`config.mk`:
```
export PLATFORM = sky130hd
export DESIGN_NAME = data_mem_responder
export DESIGN_NICKNAME = d
export VERILOG_FILES = /design/src/rtl/data_mem_responder.sv
export SDC_FILE = /design/constraint.sdc
export NUM_CORES = 2
export LEC_CHECK = 0
export BUFFER_PORTS_ARGS = -buffer_cell sky130_fd_sc_hd__buf_2
export CORE_MARGIN = 1.5
export CORE_UTILIZATION = 52
export DETAILED_ROUTE_END_ITERATION = 12
export GPL_ROUTABILITY_DRIVEN = 0
export PLACE_DENSITY = 0.68
export SETUP_SLACK_MARGIN = 0.15
export SKIP_LAST_GASP = 1
export SYNTH_ARGS = -nofsm -noshare
export SYNTH_HDL_FRONTEND = slang
export SYNTH_SLANG_ARGS = --single-unit
```
`constraint.sdc`:
```
create_clock -name clk -period 4.35 [get_ports clk]
set_input_delay 0.87 -clock clk [delete_from_list [all_inputs] [get_ports clk]]
set_output_delay 0.87 -clock clk [all_outputs]
set_load 0.03 [all_outputs]
```
`src/rtl/data_mem_responder.sv`:
```
// data_mem_responder: word-addressed data memory with a wait-stated ready
// handshake for the MEM stage. A request is accepted in IDLE, spends
// WAIT_STATES cycles in ACCESS, and completes in a single DONE cycle.
// Optional feature macro: DMEM_RANGE_CHECK_EN (drop/zero out-of-range
// accesses and flag err in DONE); without it, addresses wrap modulo DEPTH.
module data_mem_responder #(
  parameter int ADDR_BASE   = 1024,
  parameter int DEPTH       = 64,
  parameter int WAIT_STATES = 2
) (
  input  logic        clk,
  input  logic        rst,
  input  logic        mem_r_en,
  input  logic        mem_w_en,
  input  logic [31:0] address,
  input  logic [31:0] wr_data,
  output logic [31:0] rd_data,
  output logic        ready,
  output logic        err
);

  localparam int AW = (DEPTH > 1) ? $clog2(DEPTH) : 1;
  localparam int CW = (WAIT_STATES > 1) ? $clog2(WAIT_STATES) : 1;
  localparam logic [31:0] BASE = 32'(ADDR_BASE);

  typedef enum logic [1:0] {IDLE, ACCESS, DONE} state_t;

  state_t        state_q, state_d;
  logic [CW-1:0] count_q, count_d;
  logic [31:0]   addr_q, addr_d;
  logic [31:0]   wdata_q, wdata_d;
  logic          write_q, write_d;
  logic [31:0]   rd_data_q, rd_data_d;

  logic [31:0]   mem [DEPTH];

  logic          req;
  logic          accept;
  logic          enter_done;
  logic          eff_write;
  logic          in_range;
  logic          mem_we;
  logic [31:0]   eff_addr;
  logic [31:0]   eff_wdata;
  logic [31:0]   offset;
  logic [AW-1:0] idx;

  assign req    = mem_r_en | mem_w_en;
  assign accept = (state_q == IDLE) && req;

  // With zero wait states the commit happens on the accepting edge itself,
  // so the live inputs are used instead of the not-yet-latched copies.
  assign eff_addr  = accept ? address  : addr_q;
  assign eff_wdata = accept ? wr_data  : wdata_q;
  assign eff_write = accept ? mem_w_en : write_q;

  // Low address bits are dropped; anything outside the window wraps.
  assign offset = eff_addr - BASE;
  assign idx    = AW'(offset >> 2);

`ifdef DMEM_RANGE_CHECK_EN
  localparam logic [31:0] TOP = 32'(ADDR_BASE + 4 * DEPTH);
  assign in_range = (eff_addr >= BASE) && (eff_addr < TOP);
`else
  assign in_range = 1'b1;
`endif

  assign ready = ((state_q == IDLE) && !req) || (state_q == DONE);

  // Next-state logic: accept in IDLE, count wait states, single DONE cycle.
  always_comb begin
    state_d = state_q;
    count_d = count_q;
    addr_d  = addr_q;
    wdata_d = wdata_q;
    write_d = write_q;
    case (state_q)
      IDLE: begin
        if (req) begin
          addr_d  = address;
          wdata_d = wr_data;
          write_d = mem_w_en;
          count_d = '0;
          state_d = (WAIT_STATES == 0) ? DONE : ACCESS;
        end
      end
      ACCESS: begin
        if (count_q == CW'(WAIT_STATES - 1)) begin
          count_d = '0;
          state_d = DONE;
        end else begin
          count_d = count_q + 1'b1;
        end
      end
      DONE:    state_d = IDLE;
      default: state_d = IDLE;
    endcase
  end

  assign enter_done = (state_d == DONE);
  assign mem_we     = enter_done && eff_write && in_range;

  // Load data is captured on the edge entering DONE and held afterwards.
  always_comb begin
    rd_data_d = rd_data_q;
    if (enter_done && !eff_write) begin
      rd_data_d = in_range ? mem[idx] : '0;
    end
  end

  // Control and datapath registers; reset aborts any access in flight.
  always_ff @(posedge clk or posedge rst) begin
    if (rst) begin
      state_q   <= IDLE;
      count_q   <= '0;
      addr_q    <= '0;
      wdata_q   <= '0;
      write_q   <= 1'b0;
      rd_data_q <= '0;
    end else begin
      state_q   <= state_d;
      count_q   <= count_d;
      addr_q    <= addr_d;
      wdata_q   <= wdata_d;
      write_q   <= write_d;
      rd_data_q <= rd_data_d;
    end
  end

  // Storage array is deliberately not reset.
  always_ff @(posedge clk) begin
    if (mem_we) begin
      mem[idx] <= eff_wdata;
    end
  end

  assign rd_data = rd_data_q;

`ifdef DMEM_RANGE_CHECK_EN
  logic err_q, err_d;

  assign err_d = enter_done && !in_range;

  // Error flag is asserted only for the DONE cycle of a bad access.
  always_ff @(posedge clk or posedge rst) begin
    if (rst) begin
      err_q <= 1'b0;
    end else begin
      err_q <= err_d;
    end
  end

  assign err = err_q;
`else
  assign err = 1'b0;
`endif

endmodule
```
==> impl_metrics.json <==
{
  "overflow": 0,
  "clockRootBuffer": "clkbuf_16",
  "ctsHoldBuffers": 0,
  "netlist_instances": 4480,
  "synth_area_um2": 80200,
  "die_h_um": 396,
  "synth_compound_area_share_pct": 8.51,
  "drc": 0,
  "initial_utilization_pct": 52.6,
  "reg2regPathDepth": 9,
  "fp-row-count": 143,
  "ant_nets": 0,
  "clk_path_buf_depth": 3,
  "synth-edff-count": 2048,
  "max-cap-violations": 0,
  "clk_pin_slew_ns": 0.06,
  "wl_per_cell_um": 33.9,
  "crit_buf_inv": 1,
  "seq_area_frac_synth_pct": 79.0,
  "first_pass_iters": 6,
  "postCtsSetupRepairBufs": 0,
  "crit_type": "reg -> reg",
  "final_layout_size_suffix_gt1_share_pct": 20.8,
  "rsz0062_at_grt": "false",
  "synth-simple-area-share_pct": 4.41,
  "yosysUniqueCellTypes": 84,
  "synthAdderAreaFrac_pct": 0,
  "status": "completed",
  "syn_avg_cell_area_um2": 17.9,
  "grt_max_degree": 82,
  "synth_xor_area_share_pct": 0.0109,
  "dp_hpwl_mm": 141,
  "fin_skew_ns": 0.0254,
  "synth_top_family_by_area": "compound AO/OA/AOI/OAI gates",
  "slowest_delay_ns": 0.79,
  "drv_slew": 0,
  "wirelength_mm": 240,
  "final-hold-violation-count": 0,
  "ys_warn_count": 0,
  "rr_startpoint": "state_q[1]",
  "nets": 4936,
  "cts_resized": 0,
  "setup_viol": 0,
  "via_count": 46800,
  "grt_pass1_wl_mm": 337,
  "ys_seq_elements": 2122,
  "r2r_end": "rd_data[20]",
  "dpl_cell_area_um2": 86700,
  "finish.instance_area_um2": 92800,
  "muxShareOfSynthArea_pct": 6.17,
  "start_kind": "flip-flop",
  "cts_tree": "done",
  "relSlewSlack_pct": 9.90,
  "vdd_drop_max_uv": 1070,
  "fin_crit_sh_pct": 92.5,
  "port_buffers": 74,
  "crit_arrival_ns": 4.73,
  "drtIter0Drc": 7475,
  "h-tree-depth": 4,
  "cts-buffers-inserted": 195,
  "vias_per_cell": 6.62,
  "cp_slowest_cell": "nor2_8",
  "critical-path-top-delay-family": "simple AND/OR/NAND/NOR gates",
  "worstPathRequired_ns": 5.06,
  "tightest_slew_ns": 1.31,
  "path_max_fanout": 81,
  "grt_pass1_vias": 45200,
  "cts_sinks": 2122,
  "die-width_um": 396,
  "die_area_um2": 157000,
  "power.density_nw_per_um2": 718,
  "r2r_slack_ns": 0.33,
  "worstPathCellList": "or2_4 -> nor2_8 -> o31ai_4 -> buf_12 -> a222oi_1 -> o21ai_0 -> a31oi_1 -> nand4_1 -> o22a_1",
  "max_freq_mhz": 249,
  "synth_ff_type": "edfxtp_1",
  "hold_class": "in -> async",
  "async_reset_ff_share_pct": 3.49,
  "p_leak_nw": 30.2,
  "antenna_found_initial": 22,
  "core_um2": 152000,
  "synthesis.nets": 4548,
  "fin_setup_tns_ns": 0,
  "finalCriticalPeriod_ns": 4.02,
  "cp-end-kind": "flip-flop",
  "area_delta_synth_final_pct": 15.7,
  "grt_use_total_pct": 30.6,
  "clk_latency_ns": 0.84,
  "io_pins": 102
}
==> logic make-up after synthesis <==
kind of cell	after synthesis
and+or+nand+nor	824
AOI/OAI and AO/OA	965
buffers and inverters	282
DFF	2122
muxes	285
xor gates and xnor gates	1
other	1
==> layout make-up <==
cell class                      count  area (um2)
Antenna cell                        4        10.0
Multi-Input combinational cell   2076       16100
Tap cell                         2030        2540
Clock inverter                    115         807
Inverter                           14        75.1
Timing Repair Buffer              459        4590
Fill cell                       10800       59700
Sequential cell                  2122       63400
Clock buffer                      250        5310
==> metal layers <==
| metal | GRT usage [%] | up-vias | wire, um |
|---|---|---|---|
| li1 | - | 19000 | - |
| met1 | 41.7 | 23800 | 86600 |
| met2 | 47.4 | 3365 | 111000 |
| met3 | 7.89 | 610 | 31200 |
| met4 | 12.4 | 20 | 10700 |
| met5 | 0 | - | 129 |
==> power breakdown <==
part,total (mW),switching [mW],internal [mW]
registers,27.1,0.386,26.7
clock network,16.4,7.32,9.08
logic,23.1,16.1,7.04
total,66.6,23.8,42.8
==> synth_stat cells (9+ instances only) <==
cell type  instances  share of area (%)
o31ai_1           21               0.20
dfrtp_1           74                2.3
a211oi_1          16               0.15
buf_6             23               0.32
a31oi_1           29               0.23
buf_2            105               0.66
nor2_1           102               0.48
mux2i_1          110                1.4
nand2_1          514                2.4
a222oi_1          22               0.27
and3_1            14               0.11
a22oi_1          372                3.5
buf_4             34               0.32
clkbuf_1          98               0.46
o21ai_1           10              0.062
a221oi_1          39               0.43
o21ai_0          105               0.66
a21oi_1          163                1.0
o221ai_1          11               0.12
a22o_1            29               0.32
inv_1             10              0.047
or4_1              9              0.084
mux4_2           166                4.7
o211ai_1          36               0.34
o22ai_1           22               0.17
nor3_1            17               0.11
nand3_1          105               0.66
nand2b_1          10              0.078
nand4_1           24               0.19
o2111ai_1         15               0.16
edfxtp_1        2048                 77
o32a_1            19               0.24
==> flip-flops by register name, summed over array words and instances (netlist names) <==
| name | cells |
|---|---|
| addr_q | 6 |
| rd_data | 32 |
| state_q | 2 |
| count_q | 1 |
| wdata_q | 32 |
| mem | 2048 |
| write_q | 1 |
==> how the worst max path moves through the flow <==
| stage | startpoint | endpoint | slack, ns | cells past startpoint |
|---|---|---|---|---|
| 3_3_place_gp | mem_r_en | rd_data[1] | 0.27 | 15 |
| 5_1_grt | state_q[1] | rd_data[17] | 0.25 | 11 |
| 2_1_floorplan | address[3] | mem[11][0] | 0.10 | 8 |
| 4_1_cts | state_q[1] | rd_data[6] | 0.47 | 10 |
| 6_report | state_q[1] | rd_data[20] | 0.33 | 9 |
| 3_5_place_dp | mem_r_en | rd_data[1] | 0.12 | 15 |
==> cells in the final DEF (no fill, tap or decap), types with 24 or more instances in the layout <==
| cell type | instances |
|---|---|
| nand2_2 | 33 |
| nor2_4 | 69 |
| buf_4 | 279 |
| o21ai_0 | 105 |
| clkinv_2 | 37 |
| a21oi_1 | 162 |
| a22o_1 | 29 |
| mux2i_1 | 110 |
| nor2_1 | 32 |
| clkinv_1 | 54 |
| dfrtp_1 | 74 |
| mux4_2 | 166 |
| buf_2 | 74 |
| a221oi_1 | 39 |
| o211ai_1 | 36 |
| clkbuf_16 | 202 |
| clkbuf_1 | 41 |
| buf_12 | 106 |
| nand2_1 | 482 |
| nand3_1 | 105 |
| a22oi_1 | 371 |
| a31oi_1 | 27 |
| edfxtp_1 | 2048 |
| nand4_1 | 24 |
==> metrics by stage <==
stage | power (mW) | cells | utilization [%] | hold WS (ns) | setup WS (ns)
final | 66.6 | 7070 | 60.9 | 0.249 | 0.327
after global routing | 68.4 | 7067 | 60.9 | 0.277 | 0.253
after CTS | 66.2 | 7066 | 60.9 | 0.208 | 0.475
after detailed placement | 50.0 | 6701 | 56.9 | 0.473 | 0.122
after global placement | 49.6 | 6701 | 56.9 | 0.458 | 0.271
after floorplan | 39.6 | 4480 | - | 0.477 | 0.104
(Power assumes the default switching activity.)
